--- src/rtl/spi_reg_pkg.sv ---
// Shared types and constants for the SPI register bank: FSM states, R/W
// encoding and the named register map used by the PWM/output-enable logic.
package spi_reg_pkg;

  typedef enum logic [1:0] {
    IDLE   = 2'd0,
    SHIFT  = 2'd1,
    COMMIT = 2'd2,
    DRAIN  = 2'd3
  } state_t;

  localparam logic RW_WRITE = 1'b1;
  localparam logic RW_READ  = 1'b0;

  localparam int unsigned EN_OUT_LO = 0;
  localparam int unsigned EN_OUT_HI = 1;
  localparam int unsigned EN_PWM_LO = 2;
  localparam int unsigned EN_PWM_HI = 3;
  localparam int unsigned PWM_DUTY  = 4;

endpackage

--- src/rtl/spi_reg_bank_if.sv ---
// SPI pin bundle between the chip pads (master side) and the register bank.
interface spi_reg_bank_if;

  logic ncs;
  logic sclk;
  logic copi;
  logic cipo;
  logic cipo_oe;

  modport master (output ncs, output sclk, output copi, input cipo, input cipo_oe);
  modport slave  (input ncs, input sclk, input copi, output cipo, output cipo_oe);

endinterface

--- src/rtl/spi_pin_sync.sv ---
// Multi-stage synchroniser for an asynchronous pin, exposing the synchronised
// level and a one-cycle toggle flag; rise/fall is level & toggle / ~level & toggle.
module spi_pin_sync #(
  parameter int unsigned SYNC_STAGES = 2
) (
  input  logic clk,
  input  logic rst,
  input  logic pin,
  output logic level,
  output logic toggle_c
);

  logic [SYNC_STAGES-1:0] sync_q;
  logic                   prev_q;

  always_ff @(posedge clk or posedge rst) begin
    if (rst) begin
      sync_q <= '0;
      prev_q <= 1'b0;
    end else begin
      sync_q <= SYNC_STAGES'({sync_q, pin});
      prev_q <= sync_q[SYNC_STAGES-1];
    end
  end

  assign level    = sync_q[SYNC_STAGES-1];
  assign toggle_c = sync_q[SYNC_STAGES-1] ^ prev_q;

endmodule

--- src/rtl/spi_reg_bank.sv ---
// SPI (CPHA=0) peripheral register bank with atomic frame commit.
// Optional register readback on cipo when SPI_READBACK_EN is defined.
module spi_reg_bank
  import spi_reg_pkg::*;
#(
  parameter int unsigned NUM_REGS    = 5,
  parameter int unsigned ADDR_W      = 7,
  parameter int unsigned DATA_W      = 8,
  parameter int unsigned CPOL        = 0,
  parameter int unsigned SYNC_STAGES = 2
) (
  input  logic                       clk,
  input  logic                       rst,
  spi_reg_bank_if.slave              spi,
  output logic [NUM_REGS*DATA_W-1:0] reg_q,
  output logic [NUM_REGS-1:0]        wr_strobe,
  output logic                       frame_err
);

  localparam int unsigned FRAME_W   = 1 + ADDR_W + DATA_W;
  localparam int unsigned CNT_W     = $clog2(FRAME_W + 1);
  localparam logic        SCLK_IDLE = (CPOL != 0);

  logic sclk_lvl, sclk_tgl, ncs_lvl, ncs_tgl;
  logic lead, ncs_fall, ncs_rise, copi_s;
  logic [SYNC_STAGES-1:0] copi_sync_q;

  state_t                     state_q, state_n;
  logic [CNT_W-1:0]           cnt_q, cnt_n;
  logic [FRAME_W-1:0]         shift_q, shift_n;
  logic [NUM_REGS*DATA_W-1:0] reg_n;
  logic [NUM_REGS-1:0]        strobe_n;
  logic                       err_n;

  spi_pin_sync #(.SYNC_STAGES(SYNC_STAGES)) u_sclk_sync (
    .clk(clk), .rst(rst), .pin(spi.sclk), .level(sclk_lvl), .toggle_c(sclk_tgl)
  );

  spi_pin_sync #(.SYNC_STAGES(SYNC_STAGES)) u_ncs_sync (
    .clk(clk), .rst(rst), .pin(spi.ncs), .level(ncs_lvl), .toggle_c(ncs_tgl)
  );

  // Leading edge moves sclk away from its idle level.
  assign lead     = sclk_tgl & (sclk_lvl != SCLK_IDLE);
  assign ncs_fall = ncs_tgl & ~ncs_lvl;
  assign ncs_rise = ncs_tgl & ncs_lvl;
  assign copi_s   = copi_sync_q[SYNC_STAGES-1];

  always_ff @(posedge clk or posedge rst) begin
    if (rst) begin
      state_q     <= IDLE;
      cnt_q       <= '0;
      shift_q     <= '0;
      copi_sync_q <= '0;
      reg_q       <= '0;
      wr_strobe   <= '0;
      frame_err   <= 1'b0;
    end else begin
      state_q     <= state_n;
      cnt_q       <= cnt_n;
      shift_q     <= shift_n;
      copi_sync_q <= SYNC_STAGES'({copi_sync_q, spi.copi});
      reg_q       <= reg_n;
      wr_strobe   <= strobe_n;
      frame_err   <= err_n;
    end
  end

  always_comb begin
    state_n  = state_q;
    cnt_n    = cnt_q;
    shift_n  = shift_q;
    reg_n    = reg_q;
    strobe_n = '0;
    err_n    = 1'b0;
    unique case (state_q)
      IDLE: begin
        cnt_n = '0;
        if (ncs_fall) begin
          state_n = SHIFT;
          shift_n = '0;
        end
      end
      SHIFT: begin
        // A final edge coinciding with ncs rise still completes the frame.
        if (lead) begin
          shift_n = {shift_q[FRAME_W-2:0], copi_s};
          cnt_n   = cnt_q + CNT_W'(1);
        end
        if (lead && cnt_q == CNT_W'(FRAME_W - 1)) begin
          state_n = COMMIT;
        end else if (ncs_rise) begin
          err_n   = 1'b1;
          state_n = IDLE;
        end
      end
      COMMIT: begin
        state_n = DRAIN;
        for (int unsigned i = 0; i < NUM_REGS; i++) begin
          if (shift_q[FRAME_W-1] == RW_WRITE && shift_q[DATA_W +: ADDR_W] == ADDR_W'(i)) begin
            reg_n[i*DATA_W +: DATA_W] = shift_q[DATA_W-1:0];
            strobe_n[i]               = 1'b1;
          end
        end
      end
      DRAIN: begin
        err_n = lead;
        if (ncs_lvl) state_n = IDLE;
      end
      default: state_n = IDLE;
    endcase
  end

`ifdef SPI_READBACK_EN
  logic              trail;
  logic [DATA_W-1:0] tx_q, tx_n, rd_word;
  logic              cipo_q, cipo_n, oe_q, oe_n;

  assign trail = sclk_tgl & (sclk_lvl == SCLK_IDLE);

  always_ff @(posedge clk or posedge rst) begin
    if (rst) begin
      tx_q   <= '0;
      cipo_q <= 1'b0;
      oe_q   <= 1'b0;
    end else begin
      tx_q   <= tx_n;
      cipo_q <= cipo_n;
      oe_q   <= oe_n;
    end
  end

  // Read word is latched as the last address bit is shifted in.
  always_comb begin
    rd_word = '0;
    for (int unsigned i = 0; i < NUM_REGS; i++) begin
      if (shift_n[ADDR_W-1:0] == ADDR_W'(i)) rd_word = reg_q[i*DATA_W +: DATA_W];
    end
    tx_n   = tx_q;
    cipo_n = cipo_q;
    oe_n   = ncs_fall ? 1'b1 : (ncs_rise ? 1'b0 : oe_q);
    if (state_q == IDLE) begin
      tx_n   = '0;
      cipo_n = 1'b0;
    end else begin
      if (trail) begin
        cipo_n = tx_q[DATA_W-1];
        tx_n   = tx_q << 1;
      end
      if (state_q == SHIFT && lead && cnt_q == CNT_W'(ADDR_W) && shift_n[ADDR_W] == RW_READ) begin
        tx_n = rd_word;
      end
    end
  end

  assign spi.cipo    = cipo_q;
  assign spi.cipo_oe = oe_q;
`else
  assign spi.cipo    = 1'b0;
  assign spi.cipo_oe = 1'b0;
`endif

endmodule
--- src/flat_wrapper.sv ---
// flat-port wrapper written by rule: the top's interface ports become plain ports
module spi_reg_bank_flat import spi_reg_pkg::*;
#(
  parameter int unsigned NUM_REGS    = 5,
  parameter int unsigned ADDR_W      = 7,
  parameter int unsigned DATA_W      = 8,
  parameter int unsigned CPOL        = 0,
  parameter int unsigned SYNC_STAGES = 2
)
  (clk, rst, reg_q, wr_strobe, frame_err, spi_ncs, spi_sclk, spi_copi, spi_cipo, spi_cipo_oe);
  spi_reg_bank_if spi_i ();
  input  logic clk;
  input  logic rst;
  output logic [NUM_REGS*DATA_W-1:0] reg_q;
  output logic [NUM_REGS-1:0] wr_strobe;
  output logic frame_err;
  input wire logic [$bits(spi_i.ncs)-1:0] spi_ncs;
  input wire logic [$bits(spi_i.sclk)-1:0] spi_sclk;
  input wire logic [$bits(spi_i.copi)-1:0] spi_copi;
  output wire logic [$bits(spi_i.cipo)-1:0] spi_cipo;
  output wire logic [$bits(spi_i.cipo_oe)-1:0] spi_cipo_oe;
  assign spi_i.ncs = spi_ncs;
  assign spi_i.sclk = spi_sclk;
  assign spi_i.copi = spi_copi;
  assign spi_cipo = spi_i.cipo;
  assign spi_cipo_oe = spi_i.cipo_oe;
  spi_reg_bank #(.NUM_REGS(NUM_REGS), .ADDR_W(ADDR_W), .DATA_W(DATA_W), .CPOL(CPOL), .SYNC_STAGES(SYNC_STAGES)) u_core (.clk(clk), .rst(rst), .spi(spi_i), .reg_q(reg_q), .wr_strobe(wr_strobe), .frame_err(frame_err));
endmodule
--- config.mk ---
export PLATFORM = sky130hd
export DESIGN_NAME = spi_reg_bank_flat
export DESIGN_NICKNAME = d
export VERILOG_FILES = /design/src/rtl/spi_reg_pkg.sv /design/src/rtl/spi_reg_bank_if.sv /design/src/rtl/spi_pin_sync.sv /design/src/rtl/spi_reg_bank.sv /design/src/flat_wrapper.sv
export SDC_FILE = /design/constraint.sdc
export NUM_CORES = 1
export LEC_CHECK = 0
export CORE_ASPECT_RATIO = 1.2
export CORE_MARGIN = 4
export CORE_UTILIZATION = 56
export DETAILED_ROUTE_END_ITERATION = 7
export HOLD_SLACK_MARGIN = 0.06
export PLACE_DENSITY = 0.9
export SLEW_MARGIN = 20
export SYNTH_ARGS = -nofsm -noshare
export SYNTH_HDL_FRONTEND = slang
export SYNTH_SLANG_ARGS = --single-unit
--- constraint.sdc ---
create_clock -name clk -period 4.4 [get_ports clk]
set_clock_uncertainty 0.2 [all_clocks]
set_input_delay 0.88 -clock clk [delete_from_list [all_inputs] [get_ports clk]]
set_output_delay 0.88 -clock clk [all_outputs]
set_load 0.05 [all_outputs]
[Yosys cells after proc, flatten, opt, wreduce, memory -nomap -nowiden]
Cells that the tools add are included.
Storage, ports and cells
  output and inout port bits: 48
  memories: 0
  bits of input ports: 5
  logic and storage cells: 70
  latch bits: 0
  bits in registers: 77
  bits in writable memories: 0
  memory bits (read-only): 0
Operators by class
  $lt $le $gt $ge: 0
  $mul: 0
  add/subtract/negate cells: 1
  reductions and logical operators: 17
  shift operators: 0
  multiplexer cells: 19
  bitwise gates (word level): 6
  div/mod/pow operators: 0
  equality and inequality tests: 12
Operators with widths (number)
  2-to-1 mux 16 bit: 2
  one-hot mux 16 bit (2 select lines): 1
  == test 7 x 2 -> 1 bit, second input constant: 2
  AND reduction 2 bit: 6
  2-to-1 mux 5 bit: 2
  one-hot mux 5 bit (2 select lines): 1
  2-to-1 mux 2 bit: 4
  one-hot mux 2 bit (4 select lines): 1
  == test 7 x 1 -> 1 bit, second input constant: 1
  == test 7 x 3 -> 1 bit, second input constant: 1
  logical NOT 7 bit: 1
  2-to-1 mux 1 bit: 7
  logical AND 1 bit: 6
  AND reduction 3 bit: 2
  adder 5 x 1 -> 5 bit, second input constant: 1
  == test 5 x 4 -> 1 bit, second input constant: 1
  == test 2 bit, second input constant: 2
  inequality test 2 x 1 -> 1 bit, second input constant: 2
  bitwise AND 1 bit: 3
  inequality test 3 x 1 -> 1 bit, second input constant: 1
  == test 2 x 1 -> 1 bit, second input constant: 1
  logical NOT 2 bit: 1
  inequality test 2 bit, second input constant: 1
  one-hot mux 1 bit (2 select lines): 1
  other kinds (3): 4

[Logic depth before layout (Yosys ltp)]
Gate-level depths: netlist (run 1).
  depth in word-level cells: 5
  gate-level depth with buffers: 6
  depth with buffers taken out: 6

[Cells and area by module]
A second synthesis (run 1) with hierarchy kept.
Second synthesis, totals
  cell total of the unflattened synthesis: 231
  area total of the unflattened synthesis: 3149.3 µm²
Modules (own cells, without submodules)
  spi_reg_bank: times used 1, cells each 221, area each 2974.1 µm², seq. area each 1776.7 µm²
  spi_pin_sync: times used 2, cells each 5, area each 87.6 µm², seq. area each 75.1 µm²

[Worst setup path after synthesis (run 1)]
No wires, ideal clock.
  path type: reg2reg
  from: reg u_core.shift_q[14]
  to: reg u_core.reg_q[24]
  library setup time: 0.125 ns
  cell stages (with the launch flop): 5
  clock period less this slack: 1.891 ns
  arrival: 1.566 ns
  slack: 2.509 ns
  cells stage by stage: dfrtp_1 -> nor4b_4 -> and4_1 -> buf_4 -> mux2_2
Between the ends
  longest elaborated chain between the ends: 3
RTL lines
  start, declared: RTL line spi_reg_bank.sv:30  | logic [FRAME_W-1:0] shift_q, shift_n;
  start signal, assigned: RTL line spi_reg_bank.sv:61  | shift_q <= shift_n;
  == test 7 x 2 -> 1 bit: RTL line spi_reg_bank.sv:100  | if (shift_q[FRAME_W-1] == RW_WRITE && shift_q[DATA_W +: ADDR_W] == ADDR_W'(i)) begin
  logical AND 1 bit: RTL line spi_reg_bank.sv:100
  AND reduction 2 bit (no source line)
  end signal, assigned: RTL line spi_reg_bank.sv:63  | reg_q <= reg_n;
  end, declared: RTL line spi_reg_bank.sv:15  | output logic [NUM_REGS*DATA_W-1:0] reg_q,
No other way between the ends.
A chain may end at the register's enable or synchronous reset.

[Worst setup path after layout (run 1)]
  from: reg u_core.reg_q[27]
  to: out reg_q[27]
RTL lines
  end, declared: RTL line flat_wrapper.sv:14  | output logic [NUM_REGS*DATA_W-1:0] reg_q;
No word-level cell between the ends.

==> results of run 1 <==
==> stage by stage <==
stage                     power (mW)  cells  util (%)
after floorplan               0.8004    236         -
after global placement        0.8163    338     68.29
after detailed placement      0.8200    338     68.33
after CTS                      1.406    354     72.51
after global routing           1.446    354     72.51
final                          1.396    354     72.51
==> power groups by stage <==
| stage | registers, mW | logic, mW | clock network (mW) |
|---|---|---|---|
| after global routing | 0.754 | 0.0635 | 0.628 |
| after global placement | 0.762 | 0.0541 | 0 |
| final | 0.751 | 0.0560 | 0.589 |
| after detailed placement | 0.763 | 0.0566 | 0 |
| after CTS | 0.750 | 0.0573 | 0.598 |
| after floorplan | 0.748 | 0.0525 | 0 |
==> routing by layer <==
metal  vias up  global-route usage (%)  share of wire [%]
met3        12                   4.637                3.7
li1        933                       -                  -
met4         0                   9.385                2.0
met1      1030                   27.03                 43
met5         -                       0                  0
met2        60                   32.48                 51
==> Yosys cell counts <==
master                      instances
sky130_fd_sc_hd__clkbuf_2           1
sky130_fd_sc_hd__mux2_1             1
sky130_fd_sc_hd__nor3_1             2
sky130_fd_sc_hd__nand2_1            5
sky130_fd_sc_hd__o21ai_0           18
sky130_fd_sc_hd__conb_1             1
sky130_fd_sc_hd__a21oi_2            1
sky130_fd_sc_hd__mux2_2            39
sky130_fd_sc_hd__nor3b_1            1
sky130_fd_sc_hd__buf_1              4
sky130_fd_sc_hd__a21oi_1            2
sky130_fd_sc_hd__mux2i_1            1
sky130_fd_sc_hd__o2bb2ai_1          1
sky130_fd_sc_hd__nor4bb_1           1
sky130_fd_sc_hd__and3_1             1
sky130_fd_sc_hd__a22o_1             4
sky130_fd_sc_hd__nand4_2            2
sky130_fd_sc_hd__nand2b_1           1
sky130_fd_sc_hd__nand4_1           17
sky130_fd_sc_hd__o221ai_1           1
sky130_fd_sc_hd__clkinv_1           1
sky130_fd_sc_hd__clkbuf_1           4
sky130_fd_sc_hd__buf_4              3
sky130_fd_sc_hd__nor4b_4            2
sky130_fd_sc_hd__nor2_1             2
sky130_fd_sc_hd__o22ai_1            1
sky130_fd_sc_hd__nand3b_1           2
sky130_fd_sc_hd__or3b_2             2
sky130_fd_sc_hd__a32oi_1            1
sky130_fd_sc_hd__o311ai_0           1
sky130_fd_sc_hd__dfrtp_1           77
sky130_fd_sc_hd__nand3_2            2
sky130_fd_sc_hd__ha_1               2
sky130_fd_sc_hd__inv_1             22
sky130_fd_sc_hd__nand3_1            1
sky130_fd_sc_hd__nor2b_1            4
sky130_fd_sc_hd__and4_1             1
sky130_fd_sc_hd__or2_2              1
sky130_fd_sc_hd__o211ai_1           2
==> final cells by class <==
type / instances / area share [%]
Multi-Input combinational cell: 124 / 26.85
Timing Repair Buffer: 52 / 13.33
Tap cell: 62 / 2.006
Clock buffer: 11 / 3.656
Inverter: 23 / 2.232
Clock inverter: 5 / 2.103
Sequential cell: 77 / 49.82
==> state kept, by name, summed over array words and instances, names as in the netlist, named ones only <==
| name | count |
|---|---|
| u_core.shift_q | 16 |
| u_core.copi_sync_q | 2 |
| u_core.reg_q | 40 |
| u_core.cnt_q | 5 |
| u_core.wr_strobe | 5 |
| u_core.u_ncs_sync.sync_q | 2 |
| u_core.u_sclk_sync.sync_q | 2 |
| u_core.u_sclk_sync.prev_q | 1 |
| u_core.state_q | 1 |
| u_core.u_ncs_sync.prev_q | 1 |
| u_core.frame_err | 1 |
==> logic make-up after synthesis <==
kind of cell / after synthesis / share of synthesized area (%)
compound gates: 32 / 6.452
fa+ha+maj: 2 / 0.8063
buf+inv: 35 / 4.637
flops: 77 / 62.10
mux: 41 / 14.84
other cells: 1 / 0.1209
simple gates: 47 / 11.05
==> worst max-delay path by stage <==
stage	to	slack, ns	depth (start not counted)
2_1_floorplan	asynchronous set/reset pin	1.35	1
3_3_place_gp	u_core.reg_q[24]	1.99	3
3_5_place_dp	u_core.reg_q[26]	1.88	3
4_1_cts	reg_q[19]	1.75	1
5_1_grt	reg_q[19]	1.73	1
6_report	reg_q[27]	1.78	1
==> cells in the final DEF, fill, tap and decap left out, drive strengths merged, types with 4 or more instances in the layout <==
cell type	netlist	final
inv	22	23
nor2b	4	4
clkdlybuf4s50	0	50
nand4	19	19
o21ai	18	18
mux2	40	40
nand2	5	5
a22o	4	4
clkbuf	5	11
dfrtp	77	77
==> run summary, run 1 <==
Die boundary height: 89.54 µm
Switching portion of total power: 23.01%
Period Utilization, post-route: 59.66%
Iter 0 DRT Violations: 165
Post-synthesis average cell area: 13.20 µm²
Power share of the clock group: 42.2%
Number of slew-limit violations in the final report: 0
Via density per instance: 5.749
Count of cells along the worst hold path: 0
Data arrival time of the worst path: 1.54 ns
Combined flip-flop and latch cell area: 1927 µm²
Total clock buffers created by CTS: 9
P_leak: 1.791 nW
Reg-to-reg critical path startpoint: u_core.state_q[0]
Clk_lat worst skew: 0.35 ns
Final Wtd Congestion: 0.7776
Root Buffer: sky130_fd_sc_hd__clkbuf_8
Number of hold-slack violations in the final timing report: 0
Multi-input gate area: 1039 µm²
Post-synthesis instance area: 3103 µm²
Post-CTS setup buffer count: 0
Worst path required time: 3.32 ns
Final WL: 6360 µm
Buffering stage count on the worst path with inverters included: 1
FF+latch count, synth: 77
Die Span X: 75.95 µm
Max capacitance violation total: 0
Start point of the worst hold path: u_core.u_ncs_sync.sync_q[0]
Leading area contributor after synthesis: sky130_fd_sc_hd__dfrtp_1
Total of warnings raised by yosys: 0
Slew headroom: 37.08%
Smallest setup slack after layout: 1.775 ns
Post-cts repair resize count: 0
Number of I/O pins: 53
Reg2Reg Capture Point: u_core.reg_q[31]
Launching element type of the critical path: flip-flop
Largest net degree at the start of global routing: 38
Worst Path Class, Setup: reg -> out
Worst path cell trace: clkdlybuf4s50_1
Minimum period implied by the final worst setup slack: 2.625 ns
Crit path max-delay cell type: sky130_fd_sc_hd__clkdlybuf4s50_1
Die Outline Area: 6801 µm²
Actual slew at the worst max-slew pin: 0.9439 ns
Biggest fanout along the worst timing path: 2
Initial antenna violation count: 0
Via count of the first global-routing pass: 2114
Number of nets with antenna violations after detailed routing: 0
Fraction of final layout cells sized beyond drive strength 1: 23.29%
GRT Total Usage: 20.42%
Switching component of the power: 0.3213 mW
Clock tree from TritonCTS: yes
Setup Slack @ Placement: 1.878 ns
Num Clock Sinks: 77
Number of cells on the worst reg-to-reg path: 3
Run status: complete, no violations
Share of the synthesized area in the top cell type: 62.10%
Number of rows created at floorplan: 29
Filler instances: 346
Source of the critical timing path: u_core.reg_q[27]
Portion of the post-synthesis area used by sequential elements: 62.10%
Area of all placed cells without fillers: 3867 µm²
Proportion of power drawn by combinational gates: 4.0%
Slowest cell delay on critical path: 0.81 ns
DRC violation count after routing: 0
Overall overflow remaining after global route: 0
Worst vdd ir: 0.3427 mV
Maximum achievable frequency: 381.0 MHz
Synth-to-Final Area Change: 24.64%
Final antenna diode count: 0
Buffer depth of the longest clock path: 2
Area post-placement: 3645 µm²
Worst hold path type: reg -> reg
Starting density of the core: 58.17%
Net count reported at finish: 294
Count of final setup violators: 0
R2R setup slack: 1.87 ns
Sum Neg Setup Slack: 0 ns
Fraction of power consumed by sequential logic: 53.8%
Distinct cell type count after synthesis: 39
Via total after detailed routing: 2035
Cell internal pwr: 1.075 mW
Number of hold buffers added after cts: 0
Number of H-tree levels: 3
Buffers on Ports: 50
Setup repair after global routing missed its margin: false
Gate Count Post-Synth: 235
Worst-path clk slew: 0.08 ns
Post-route worst hold slack: 0.1549 ns
End point of the most critical hold path: u_core.u_ncs_sync.sync_q[1]
Core area: 5334 µm²
Detailed Routing Iterations Pass 1: 4
Routed length per placed instance: 17.97 µm
Leading post-synthesis cells by cell area: sky130_fd_sc_hd__dfrtp_1 62%, sky130_fd_sc_hd__mux2_2 14%, sky130_fd_sc_hd__nand4_1 3.4%, sky130_fd_sc_hd__o21ai_0 2.9%, sky130_fd_sc_hd__inv_1 2.7%
Power density over the cells: 361.0 nW/µm²
Endpoint type of the worst setup path: primary output
Dominant delay contributor by cell family on the critical path: buffers and inverters
First-pass GRT wire length: 10790 µm
Sum of net half-perimeters after detailed placement: 4138 µm
No activity file was read; power rests on OpenSTA's default activity.
==> inputs of run 2 (changes only) <==
--- a/config.mk
+++ b/config.mk
@@ -7,10 +7,10 @@
 export LEC_CHECK = 0
 export CORE_ASPECT_RATIO = 1.2
 export CORE_MARGIN = 4
-export CORE_UTILIZATION = 56
+export CORE_UTILIZATION = 52
 export DETAILED_ROUTE_END_ITERATION = 7
 export HOLD_SLACK_MARGIN = 0.06
-export PLACE_DENSITY = 0.9
+export PLACE_DENSITY = 0.85
 export SLEW_MARGIN = 20
 export SYNTH_ARGS = -nofsm -noshare
 export SYNTH_HDL_FRONTEND = slang
==> constraint.sdc (replaced) <==
create_clock -name clk -period 2.68 [get_ports clk]
set_clock_uncertainty 0.2 [all_clocks]
set_input_delay 0.536 -clock clk [delete_from_list [all_inputs] [get_ports clk]]
set_output_delay 0.536 -clock clk [all_outputs]
set_load 0.05 [all_outputs]
==> run 2 against run 1 <==
Effect of this change:
- critical path type is now reg -> reg
- via count up 1.2%
- highest routed layer unchanged
- die area increased by 6.9%
- flip-flop and latch count stayed put
- non-clock buffer count grew 4
- critical path depth increased by 2
- setup slack got worse by 1.4 ns
- design area increased by 0.55%
==> run summary, run 2 (synthesis results as in run 1) <==
Switching portion of total power: 25.13%
Die boundary height: 92.62 µm
Worst path cell trace: nor4b_4, and4_1, mux2_2
Number of hold-slack violations in the final timing report: 0
DRC violation count after routing: 0
Endpoint type of the worst setup path: flip-flop
Final WL: 6258 µm
Area of all placed cells without fillers: 3889 µm²
Clock tree from TritonCTS: yes
Fraction of final layout cells sized beyond drive strength 1: 23.99%
First-pass GRT wire length: 10760 µm
Maximum achievable frequency: 434.3 MHz
Actual slew at the worst max-slew pin: 0.6787 ns
Combined flip-flop and latch cell area: 1927 µm²
Final antenna diode count: 0
Final non-filler cell total: 376
Largest net degree at the start of global routing: 33
Cell count after placement: 360
Switching component of the power: 0.5307 mW
Dominant delay contributor by cell family on the critical path: simple AND/OR/NAND/NOR gates
Biggest fanout along the worst timing path: 14
Most frequent standard cell in the layout excluding fill and tap cells: sky130_fd_sc_hd__dfrtp_1
Worst vdd ir: 0.4546 mV
Cell internal pwr: 1.581 mW
Total clock buffers created by CTS: 9
Worst-path clk slew: 0.08 ns
Buffer depth of the longest clock path: 2
Number of H-tree levels: 3
Worst path required time: 2.71 ns
Number of hold buffers added after cts: 0
Initial antenna violation count: 0
Proportion of power drawn by combinational gates: 5.5%
Number of slew-limit violations in the final report: 0
Sum of net half-perimeters after detailed placement: 4197 µm
Buffers on Ports: 50
Area post-placement: 3711 µm²
Via count of the first global-routing pass: 2142
Routed length per placed instance: 16.64 µm
Most used cells in the layout excluding fill and tap cells: 77 x sky130_fd_sc_hd__dfrtp_1, 50 x sky130_fd_sc_hd__clkdlybuf4s50_1, 39 x sky130_fd_sc_hd__mux2_2
Die Span X: 78.52 µm
Via total after detailed routing: 2059
Die Outline Area: 7272 µm²
Buffering stage count on the worst path with inverters included: 0
Worst Path Class, Setup: reg -> reg
Final Wtd Congestion: 0.7595
Largest register by flop count: u_core.reg_q
Iter 0 DRT Violations: 204
Worst hold path type: reg -> reg
Number of nets with antenna violations after detailed routing: 0
Sum Neg Setup Slack: 0 ns
Multi-input gate area: 1036 µm²
P_leak: 1.782 nW
Count of final setup violators: 0
Overall overflow remaining after global route: 0
Number of I/O pins: 53
Launching element type of the critical path: flip-flop
Number of rows created at floorplan: 30
Run status: complete, no violations
Period Utilization, post-route: 85.92%
Starting density of the core: 54.39%
Core area: 5705 µm²
Fraction of power consumed by sequential logic: 57.7%
Clk_lat worst skew: 0.34 ns
Net count reported at finish: 298
Post-CTS setup buffer count: 0
Max capacitance violation total: 0
Crit path max-delay cell type: sky130_fd_sc_hd__and4_1
Setup repair after global routing missed its margin: false
Detailed Routing Iterations Pass 1: 4
Synth-to-Final Area Change: 25.32%
Power density over the cells: 543.1 nW/µm²
Minimum period implied by the final worst setup slack: 2.303 ns
Slew headroom: 54.75%
Filler instances: 440
Largest registers ranked by flip-flop count: u_core.reg_q (40), u_core.shift_q (16)
Data arrival time of the worst path: 2.33 ns
Post-cts repair resize count: 0
Root Buffer: sky130_fd_sc_hd__clkbuf_8
Via density per instance: 5.476
Flip-flop count of the largest register after layout: 40
Power share of the clock group: 36.8%
Num Clock Sinks: 77
GRT Total Usage: 19.08%
Slowest cell delay on critical path: 0.56 ns
Final Util: 68.16%
[run 2: per-stage QoR]
step           hold WS, ns  total power [mW]  setup slack [ns]
2_1_floorplan       0.1312             1.315            0.7891
3_3_place_gp        0.1338             1.354            0.5123
3_5_place_dp        0.1410             1.359            0.4127
4_1_cts             0.1577             2.125            0.3799
5_1_grt             0.1751             2.195            0.2890
6_report            0.1629             2.112            0.3773
[run 2: final cells by class]
| class | count | area share (%) |
|---|---|---|
| flip-flops and latches | 77 | 49.55 |
| clock buffers | 11 | 3.636 |
| inverters | 23 | 2.317 |
| well taps | 80 | 2.574 |
| repair buffers | 56 | 14.35 |
| multi-input cells | 124 | 26.64 |
| clock inverters | 5 | 0.9331 |
[run 2: final timing paths]
kind                                        startpoint                           to  depth (start not counted)  slack, ns
hold / removal             u_core.u_ncs_sync.sync_q[0]  u_core.u_ncs_sync.sync_q[1]                          0       0.16
setup / recovery                     u_core.state_q[0]             u_core.reg_q[24]                          3       0.38
hold reg to reg            u_core.u_ncs_sync.sync_q[0]  u_core.u_ncs_sync.sync_q[1]                          0       0.16
setup reg to reg                     u_core.state_q[0]             u_core.reg_q[24]                          3       0.38
max in group asynchronous                          rst             u_core.frame_err                          3       1.41
min in group asynchronous                          rst            u_core.shift_q[0]                          2       0.33
[run 2: power groups by stage]
| stage | combinational, mW | sequential (mW) | clock [mW] |
|---|---|---|---|
| finish | 0.116 | 1.22 | 0.776 |
| global route | 0.132 | 1.23 | 0.838 |
| CTS | 0.118 | 1.22 | 0.789 |
| detailed placement | 0.117 | 1.24 | 0 |
| global placement | 0.114 | 1.24 | 0 |
| floorplan | 0.0865 | 1.23 | 0 |
[run 2: per-layer routing]
layer / vias to the layer above / GRT usage, % / routed length (µm)
met5: - / 0 / 0
met1: 1041 / 25.99 / 2722
met4: 0 / 8.017 / 118
li1: 943 / - / -
met2: 63 / 29.32 / 3069
met3: 12 / 4.475 / 348
==> inputs of run 3 (changes only) <==
--- a/config.mk
+++ b/config.mk
@@ -7,10 +7,10 @@
 export LEC_CHECK = 0
 export CORE_ASPECT_RATIO = 1.2
 export CORE_MARGIN = 4
-export CORE_UTILIZATION = 52
+export CORE_UTILIZATION = 25
 export DETAILED_ROUTE_END_ITERATION = 7
 export HOLD_SLACK_MARGIN = 0.06
-export PLACE_DENSITY = 0.85
+export PLACE_DENSITY = 0.5
 export SLEW_MARGIN = 20
 export SYNTH_ARGS = -nofsm -noshare
 export SYNTH_HDL_FRONTEND = slang
==> run 3 against run 2 <==
Effect of this change:
- utilization shrank 34 points
- total power is 23% higher
- via count down 1.0%
- clock power is 60% higher
- final cell count increased by 22%
- clock-buffer cell count is 2 higher
- sequential share of layout area decreased by 2.8 points
- global-route usage down 8.7 points
==> run summary, run 3 (synthesis results as in run 1) <==
Number of I/O pins: 53
Crit path max-delay cell type: sky130_fd_sc_hd__clkdlybuf4s50_1
Root Buffer: sky130_fd_sc_hd__clkbuf_16
Worst path required time: 1.94 ns
Proportion of power drawn by combinational gates: 5.1%
Power share of the clock group: 47.9%
Combined flip-flop and latch cell area: 1927 µm²
Via total after detailed routing: 2038
Synth-to-Final Area Change: 32.94%
Die Span X: 109.7 µm
Most used cells in the layout excluding fill and tap cells: 77 x sky130_fd_sc_hd__dfrtp_1, 50 x sky130_fd_sc_hd__clkdlybuf4s50_1, 39 x sky130_fd_sc_hd__mux2_2
Slew headroom: 61.30%
Post-cts repair resize count: 0
Worst vdd ir: 0.2310 mV
Endpoint type of the worst setup path: primary output
Flip-flop count of the largest register after layout: 40
Final antenna diode count: 0
Overall overflow remaining after global route: 0
P_leak: 1.853 nW
Number of rows created at floorplan: 44
Starting density of the core: 25.62%
Switching component of the power: 0.5651 mW
Biggest fanout along the worst timing path: 2
Worst path cell trace: clkdlybuf4s50_1
Run status: complete, no violations
Period Utilization, post-route: 83.87%
Buffers on Ports: 50
First-pass GRT wire length: 10940 µm
Initial antenna violation count: 0
Clk_lat worst skew: 0.33 ns
Clock tree from TritonCTS: yes
Die Outline Area: 14270 µm²
Maximum achievable frequency: 444.9 MHz
Data arrival time of the worst path: 1.51 ns
Via count of the first global-routing pass: 2050
Actual slew at the worst max-slew pin: 0.5770 ns
DRC violation count after routing: 0
Number of nets with antenna violations after detailed routing: 0
Most frequent standard cell in the layout excluding fill and tap cells: sky130_fd_sc_hd__dfrtp_1
Multi-input gate area: 1036 µm²
Slowest cell delay on critical path: 0.82 ns
Core area: 12110 µm²
Sum of net half-perimeters after detailed placement: 4685 µm
Cell internal pwr: 2.022 mW
Sum Neg Setup Slack: 0 ns
Worst hold path type: reg -> reg
Final WL: 7040 µm
Launching element type of the critical path: flip-flop
GRT Total Usage: 10.38%
Worst-path clk slew: 0.06 ns
Largest registers ranked by flip-flop count: u_core.reg_q (40), u_core.shift_q (16)
Buffer depth of the longest clock path: 2
Source of the critical timing path: u_core.reg_q[27]
Fraction of power consumed by sequential logic: 47.0%
Number of H-tree levels: 3
Power density over the cells: 627.2 nW/µm²
Switching portion of total power: 21.84%
Number of hold-slack violations in the final timing report: 0
Fraction of final layout cells sized beyond drive strength 1: 23.99%
Largest register by flop count: u_core.reg_q
Minimum period implied by the final worst setup slack: 2.248 ns
Filler instances: 1231
Max capacitance violation total: 0
Routed length per placed instance: 15.40 µm
Iter 0 DRT Violations: 125
Setup repair after global routing missed its margin: false
Dominant delay contributor by cell family on the critical path: buffers and inverters
Start point of the worst hold path: u_core.u_ncs_sync.sync_q[0]
Buffering stage count on the worst path with inverters included: 1
Number of slew-limit violations in the final report: 0
Number of hold buffers added after cts: 0
Via density per instance: 4.460
Smallest setup slack after layout: 0.4324 ns
Net count reported at finish: 298
Post-CTS setup buffer count: 0
Die boundary height: 130.0 µm
Num Clock Sinks: 77
Total clock buffers created by CTS: 9
Worst Path Class, Setup: reg -> out
Reg-to-reg critical path startpoint: u_core.shift_q[14]
Setup Slack @ Placement: 0.5185 ns
Largest net degree at the start of global routing: 78
Detailed Routing Iterations Pass 1: 4
Count of final setup violators: 0
Final Wtd Congestion: 0.7472
-- run 3: changes by cell type in the layout (fill, tap and decap cells not counted), sizes merged --
cell,delta
bufinv,+1
clkbuf,+2
clkinv,-1
clkinvlp,-2
-- run 3: power groups by stage --
stage	combinational [mW]	sequential, mW	clock, mW
5_1_grt	0.148	1.22	1.33
3_3_place_gp	0.134	1.24	0
4_1_cts	0.135	1.22	1.28
2_1_floorplan	0.0865	1.23	0
6_report	0.132	1.22	1.24
3_5_place_dp	0.134	1.24	0
-- run 3: cell type report --
type | instances | area share (%)
multi-input cells | 124 | 25.11
inverters | 23 | 2.184
well taps | 161 | 4.883
clock buffers | 13 | 6.551
repair buffers | 56 | 13.53
flip-flops and latches | 77 | 46.71
clock inverters | 3 | 1.031
-- run 3: path summary, 6_finish.rpt --
kind,cells past startpoint,endpoint,slack (ns)
min reg2reg,0,u_core.u_ncs_sync.sync_q[1],0.15
max in group asynchronous,3,u_core.reg_q[12],1.49
min,0,u_core.u_ncs_sync.sync_q[1],0.15
max,1,reg_q[27],0.43
min in group asynchronous,3,u_core.wr_strobe[0],0.45
max reg2reg,3,u_core.reg_q[31],0.53
-- run 3: metrics by stage --
stage / cells / area [µm²] / utilization, % / hold WS [ns] / power (mW)
after floorplan: 236 / 3110 / - / 0.1312 / 1.315
after global placement: 441 / 3812 / 31.48 / 0.1324 / 1.371
after detailed placement: 441 / 3812 / 31.48 / 0.1371 / 1.371
after CTS: 457 / 4125 / 34.06 / 0.1537 / 2.634
after global routing: 457 / 4125 / 34.06 / 0.1647 / 2.693
final: 457 / 4125 / 34.06 / 0.1515 / 2.587
-- run 3: layer usage --
layer,share of wire [%],wire length (µm),track usage [%],vias up
met2,50,3487,17.07,44
met1,43,3040,12.28,1034
met4,2.0,139,4.622,0
met5,0,0,0,-
met3,5.3,373,3.513,12
li1,-,-,-,948
